<file path="src/rtl/motion_estimator_core.sv">
// Full-search block-matching motion estimator. A 16x16 reference block is
// compared against every displacement dx, dy in -8..+7 of a 32x32 search
// window. Two horizontally adjacent candidates (dx on lane 1, dx+1 on lane 2)
// are accumulated in parallel. Both memories return data one cycle after the
// address is presented, so each candidate pair takes 256 issue cycles, one
// drain cycle and one compare cycle.
module motion_estimator_core #(
  parameter int BLK_DIM  = 16,
  parameter int SRCH_DIM = 32,
  parameter int SAD_W    = 16
) (
  input  logic       clk,
  input  logic       rst_n,
  input  logic       start,
  input  logic [7:0] R,
  input  logic [7:0] S1,
  input  logic [7:0] S2,
  output logic [7:0] AddressR,
  output logic [9:0] AddressS1,
  output logic [9:0] AddressS2,
  output logic [7:0] bestDistance,
  output logic [3:0] motionX,
  output logic [3:0] motionY,
  output logic       completed
);

  typedef enum logic [2:0] {IDLE, RUN, DRAIN, CMP, DONE} state_t;

  state_t           state_q, state_d;
  logic [7:0]       p_q, p_d;
  logic [3:0]       dx_q, dx_d;
  logic [3:0]       dy_q, dy_d;
  logic [SAD_W-1:0] sad1_q, sad1_d;
  logic [SAD_W-1:0] sad2_q, sad2_d;
  logic [SAD_W-1:0] best_q, best_d;
  logic [7:0]       best_dist_q, best_dist_d;
  logic [3:0]       mx_q, mx_d;
  logic [3:0]       my_q, my_d;
  logic             completed_q, completed_d;
  logic [7:0]       addr_r_q, addr_r_d;
  logic [9:0]       addr_s1_q, addr_s1_d;
  logic [9:0]       addr_s2_q, addr_s2_d;

  logic [7:0]       diff1, diff2;
  logic [4:0]       row, col;
  logic [9:0]       s1_addr;

  // Next-state, accumulation, best-match update and next address computation.
  // Addresses are registered from the next-cycle counters so the outputs show
  // pixel p during the RUN cycle that holds p, and simply hold outside RUN.
  always_comb begin
    state_d     = state_q;
    p_d         = p_q;
    dx_d        = dx_q;
    dy_d        = dy_q;
    sad1_d      = sad1_q;
    sad2_d      = sad2_q;
    best_d      = best_q;
    best_dist_d = best_dist_q;
    mx_d        = mx_q;
    my_d        = my_q;
    completed_d = completed_q;
    addr_r_d    = addr_r_q;
    addr_s1_d   = addr_s1_q;
    addr_s2_d   = addr_s2_q;
    row         = '0;
    col         = '0;
    s1_addr     = '0;

    diff1 = (R >= S1) ? (R - S1) : (S1 - R);
    diff2 = (R >= S2) ? (R - S2) : (S2 - R);

    case (state_q)
      IDLE, DONE: begin
        if (start) begin
          state_d     = RUN;
          best_d      = '1;
          dy_d        = 4'h8;
          dx_d        = 4'h8;
          p_d         = 8'd0;
          sad1_d      = '0;
          sad2_d      = '0;
          completed_d = 1'b0;
        end
      end
      RUN: begin
        // The first issue cycle of a pair has no returned data yet.
        if (p_q != 8'd0) begin
          sad1_d = sad1_q + SAD_W'(diff1);
          sad2_d = sad2_q + SAD_W'(diff2);
        end
        p_d = p_q + 8'd1;
        if (p_q == 8'(BLK_DIM * BLK_DIM - 1)) begin
          state_d = DRAIN;
        end
      end
      DRAIN: begin
        sad1_d  = sad1_q + SAD_W'(diff1);
        sad2_d  = sad2_q + SAD_W'(diff2);
        state_d = CMP;
      end
      CMP: begin
        // Strict less-than keeps the earliest candidate on ties; lane 1 is
        // earlier in scan order than lane 2.
        if (sad1_q < best_d) begin
          best_d = sad1_q;
          mx_d   = dx_q;
          my_d   = dy_q;
        end
        if (sad2_q < best_d) begin
          best_d = sad2_q;
          mx_d   = dx_q + 4'd1;
          my_d   = dy_q;
        end
        best_dist_d = (best_d > SAD_W'(255)) ? 8'hFF : best_d[7:0];
        sad1_d      = '0;
        sad2_d      = '0;
        if (dx_q == 4'd6) begin
          dx_d = 4'h8;
          dy_d = dy_q + 4'd1;
        end else begin
          dx_d = dx_q + 4'd2;
        end
        if (dy_q == 4'd7 && dx_q == 4'd6) begin
          state_d     = DONE;
          completed_d = 1'b1;
        end else begin
          state_d = RUN;
          p_d     = 8'd0;
        end
      end
      default: state_d = IDLE;
    endcase

    // Offset-binary view of dx/dy gives the 8+d term without an adder.
    if (state_d == RUN) begin
      row       = {1'b0, ~dy_d[3], dy_d[2:0]} + {1'b0, p_d[7:4]};
      col       = {1'b0, ~dx_d[3], dx_d[2:0]} + {1'b0, p_d[3:0]};
      s1_addr   = 10'(row) * 10'(SRCH_DIM) + 10'(col);
      addr_r_d  = p_d;
      addr_s1_d = s1_addr;
      addr_s2_d = s1_addr + 10'd1;
    end
  end

  // State and datapath registers; reset aborts any search in progress.
  always_ff @(posedge clk or negedge rst_n) begin
    if (!rst_n) begin
      state_q     <= IDLE;
      p_q         <= '0;
      dx_q        <= '0;
      dy_q        <= '0;
      sad1_q      <= '0;
      sad2_q      <= '0;
      best_q      <= '0;
      best_dist_q <= '0;
      mx_q        <= '0;
      my_q        <= '0;
      completed_q <= 1'b0;
      addr_r_q    <= '0;
      addr_s1_q   <= '0;
      addr_s2_q   <= '0;
    end else begin
      state_q     <= state_d;
      p_q         <= p_d;
      dx_q        <= dx_d;
      dy_q        <= dy_d;
      sad1_q      <= sad1_d;
      sad2_q      <= sad2_d;
      best_q      <= best_d;
      best_dist_q <= best_dist_d;
      mx_q        <= mx_d;
      my_q        <= my_d;
      completed_q <= completed_d;
      addr_r_q    <= addr_r_d;
      addr_s1_q   <= addr_s1_d;
      addr_s2_q   <= addr_s2_d;
    end
  end

  assign AddressR     = addr_r_q;
  assign AddressS1    = addr_s1_q;
  assign AddressS2    = addr_s2_q;
  assign bestDistance = best_dist_q;
  assign motionX      = mx_q;
  assign motionY      = my_q;
  assign completed    = completed_q;

endmodule
</file>
<file path="config.mk">
export PLATFORM = sky130hd
export DESIGN_NAME = motion_estimator_core
export DESIGN_NICKNAME = d
export VERILOG_FILES = /design/src/rtl/motion_estimator_core.sv
export SDC_FILE = /design/constraint.sdc
export NUM_CORES = 1
export LEC_CHECK = 0
export BUFFER_PORTS_ARGS = -buffer_cell sky130_fd_sc_hd__buf_2
export CORE_UTILIZATION = 25
export CTS_CLUSTER_SIZE = 24
export DETAILED_ROUTE_END_ITERATION = 6
export PLACE_DENSITY = 0.39
export SLEW_MARGIN = 40
export SYNTH_ARGS = -nofsm -noshare
export SYNTH_HDL_FRONTEND = slang
export SYNTH_SLANG_ARGS = --single-unit
</file>
<file path="constraint.sdc">
create_clock -name clk -period 4.6 [get_ports clk]
set_input_delay 0.92 -clock clk [delete_from_list [all_inputs] [get_ports clk]]
set_output_delay 0.92 -clock clk [all_outputs]
set_load 0.05 [all_outputs]
</file>
==> results.tsv <==
stage	metric	value	unit
drt	final_antenna_net_count	0	
floorplan	die-area	33700	um2
global_routing	grt_max_degree	113	
logic_synthesis	synth-edff-count	0	
floorplan	io_pins	72	
setup_path	cp_slowest_cell	or4_1	
global_routing	grt_pass1_vias	6975	
cts	path_clk_slew	80	ps
logic_synthesis	syn_nets	1037	
run	max-cap-violations	0	
final_layout	drive_gt1_frac	0.283	
setup_path	max_stage_delay	490	ps
timing	drv_slew	0	
drt	drcViolationCount	0	
timing	timing.final.crit_share	0.975	
setup_path	rrSetupSlack	200	ps
cts	cts_tree	yes	
logic_synthesis	yosys_warnings	0	
logic_synthesis	syn_area	8250	um2
floorplan	die_h	184	um
setup_path	critPathCapture	sad2_q[9]	
global_routing	grt_pass1_wl	38500	um
logic_synthesis	syn_area_per_cell	9.05	um2
global_routing	grt_usage	0.146	
setup_path	end_kind	register	
place	io_buffers	71	
timing	finClkSkew	16.6	ps
setup_path	cpMostUsedCell	buf_4	
cts	cts_root_buf	clkbuf_16	
run_status	status	finished clean	
drt	wire_per_inst	15.5	um
floorplan	die_x	184	um
logic_synthesis	netlist-cell-type-count	73	
timing	hold_ws	477	ps
power_and_ir_drop	p_leak	5.23	nW
global_routing	grt_overflow_total	0	
hold_path	min_path_cells	2	
global_routing	antenna_found_initial	0	
place	gp_congestion	0.825	
setup_path	crit_fanout	5	
setup_path	reg2reg_depth	19	
power_and_ir_drop	ir_drop	323	uV
logic_synthesis	synth-seq-cells	112	
timing	timing.final.hold_violations	0	
place	dpl.hpwl	19000	um
floorplan	start_util	0.254	
setup_path	reg2reg_from	sad1_q[10]	
floorplan	rows	66	
setup_path	required	4820	ps
timing	setup-violations-final	0	
timing	rsz0062_at_grt	yes	
timing	post-route-min-period	4490	ps
setup_path	setup.worst_path.start	R[0]	
timing	worst_slew_pin_slew	707	ps
power_and_ir_drop	p_per_area	630	nW/um2
setup_path	cp-start-kind	primary input	
logic_synthesis	synth_ff_type	dfrtp_1	
drt	drt_pass1_iterations	4	
setup_path	r2r_end	bestDistance[3]	
drt	via_per_inst	4.54	
cts	cts.sinks	112	
final_layout	syn_to_final_growth	32.5	%
cts	clockBufferDepth	2	
timing	fmax	223	MHz
cts	cts_made_buffers	9	
logic_synthesis	synthCells	911	
logic_synthesis	synth-seq-area-share	0.340	
hold_path	hp-class	reg -> reg	
drt	vias	7162	
logic_synthesis	synthArstFlopShare	1.00	
cts	htree_levels	3	
drt	routed_wl	24400	um
final_layout	final_nets	1256	
setup_path	critPathArrivalTime	4710	ps
timing	slew-limit-headroom	0.529	
setup_path	cp_cell_sequence	buf_2 > inv_2 > ha_2 > inv_2 > fa_2 > a21o_1 > a2111oi_4 > buf_4 > o31ai_4 > mux2i_1 > nor2b_2 > buf_4 > o211ai_4 > nand3_2 > xor2_1 > ha_1 > a2111oi_4 > buf_4 > or4_1 > xnor2_1 > nor2_1	
final_layout	diodes	0	
floorplan	coreArea	32500	um2
drt	drt-initial-drc-count	338	
power_and_ir_drop	p_total	0.00688	W
cts	insertion_delay	370	ps
setup_path	critical_path_class	in -> reg	
[per-stage QoR]
stage	TNS [ps]	worst slack [ps]	std cells	util	area, um2
after floorplan	0	11.5	911	-	8280
final	0	113	1577	0.337	10900
after detailed placement	-9570	-545	1547	0.316	10300
after global routing	-201	-52.6	1577	0.337	10900
after global placement	-8210	-427	1547	0.316	10300
after CTS	0	5.34	1566	0.328	10700
[power by group]
group          total (W)  switching [W]  internal, W
Sequential       0.00140       0.000195      0.00121
Clock           0.000805       0.000421     0.000384
Combinational    0.00467        0.00229      0.00238
[cells in the final DEF (no fill, tap or decap), drive strengths merged, types with 3 or more instances in the layout]
cell type  instances
a2111oi            6
and3               5
a21oi             65
a22oi              5
mux2              17
nand2             99
o31ai              6
nor4               8
nor2              62
clkbuf            11
a22o               4
clkinv             3
a31oi              4
and4               3
nand3             12
mux2i             40
o22ai             19
a21o              23
o21ai             61
nand4             12
inv               95
xor2              17
ha                91
nor3b              4
and2               3
nor2b             10
nand2b             3
dfrtp            112
or2                9
or4                3
or3                6
xnor2             31
nor3              12
fa                 8
buf              233
o2111a             3
[layout make-up]
cell class	instances	area, um2
fill	3437	21500
inverter	92	345
sequential	112	2800
tap	442	553
timing repair buffer	234	1680
clock buffer	10	229
multi-input combinational	681	5250
clock inverter	6	62.6
[sequential cells by signal, summed over array words and instances (netlist names)]
| signal | flops |
|---|---|
| dx_q | 4 |
| AddressS1 | 10 |
| sad1_q | 16 |
| best_q | 16 |
| p_q | 8 |
| bestDistance | 8 |
| dy_q | 4 |
| AddressR | 8 |
| AddressS2 | 10 |
| state_q | 3 |
| motionY | 4 |
| sad2_q | 16 |
| completed | 1 |
| motionX | 4 |
[worst max-delay path: cells and delay by family]
kind,cells,cell delay [ps]
AOI/OAI and AO/OA,5,940
xor gates and xnor gates,2,320
adders and majority gates,3,900
buffers and inverters,6,700
muxes,1,210
and+or+nand+nor,4,710
[worst min-delay path by stage]
stage | start | endpoint | slack [ps]
2_1_floorplan | sad1_q[3] | sad1_q[3] | 500
3_3_place_gp | AddressS1[7] | AddressS1[7] | 460
3_5_place_dp | AddressS1[8] | AddressS1[8] | 460
4_1_cts | AddressS2[5] | AddressS2[5] | 480
5_1_grt | AddressS1[6] | AddressS1[6] | 500
6_report | AddressR[4] | AddressR[4] | 480
[synth_stat cells, types with 5 or more instances]
master      n  area share
clkbuf_1   15      0.0068
nand2_1    99       0.045
mux2i_1    40       0.049
buf_2       8      0.0049
dfrtp_1   112        0.34
nand4_1    12      0.0091
a21o_1     23       0.021
fa_1        8       0.019
a21oi_1    62       0.038
nor2b_1    10      0.0076
a22oi_1     5      0.0046
inv_1      91       0.041
mux2_1      5      0.0068
and3_1      5      0.0038
nand3_1    12      0.0073
nor2_1     61       0.028
o21ai_0    52       0.032
o22ai_1    19       0.014
o21ai_1     8      0.0049
mux2_2     11       0.015
or2_2       5      0.0038
xor2_1     17       0.018
xnor2_1    31       0.033
nor3_1     12      0.0073
nor4_1      8      0.0061
ha_1       91        0.14
or3_1       6      0.0046
[what timing repair did]
item	in CTS	in global routing
resized for setup	14	42
hold buffers	0	0
endpoints found under the setup margin	40	49
buffers inserted	3	10
hold endpoints to repair	0	0
cloned	0	1
pin swaps	9	29
[layer usage]
| layer | share of wire | vias to the layer above | GRT usage |
|---|---|---|---|
| li1 | - | 3640 | - |
| met1 | 0.54 | 3413 | 0.222 |
| met3 | 0.028 | 10 | 0.0250 |
| met5 | 0 | - | 0 |
| met4 | 0.0071 | 0 | 0.0230 |
| met2 | 0.42 | 99 | 0.217 |
[cell families after synthesis]
| family | Yosys count | synth area share |
|---|---|---|
| compound gates | 223 | 0.179 |
| xor+xnor | 48 | 0.0510 |
| fa+ha+maj | 99 | 0.158 |
| buf+inv | 118 | 0.0568 |
| flops | 112 | 0.340 |
| mux | 57 | 0.0722 |
| simple gates | 254 | 0.144 |
No activity file was read; power rests on OpenSTA's default activity.
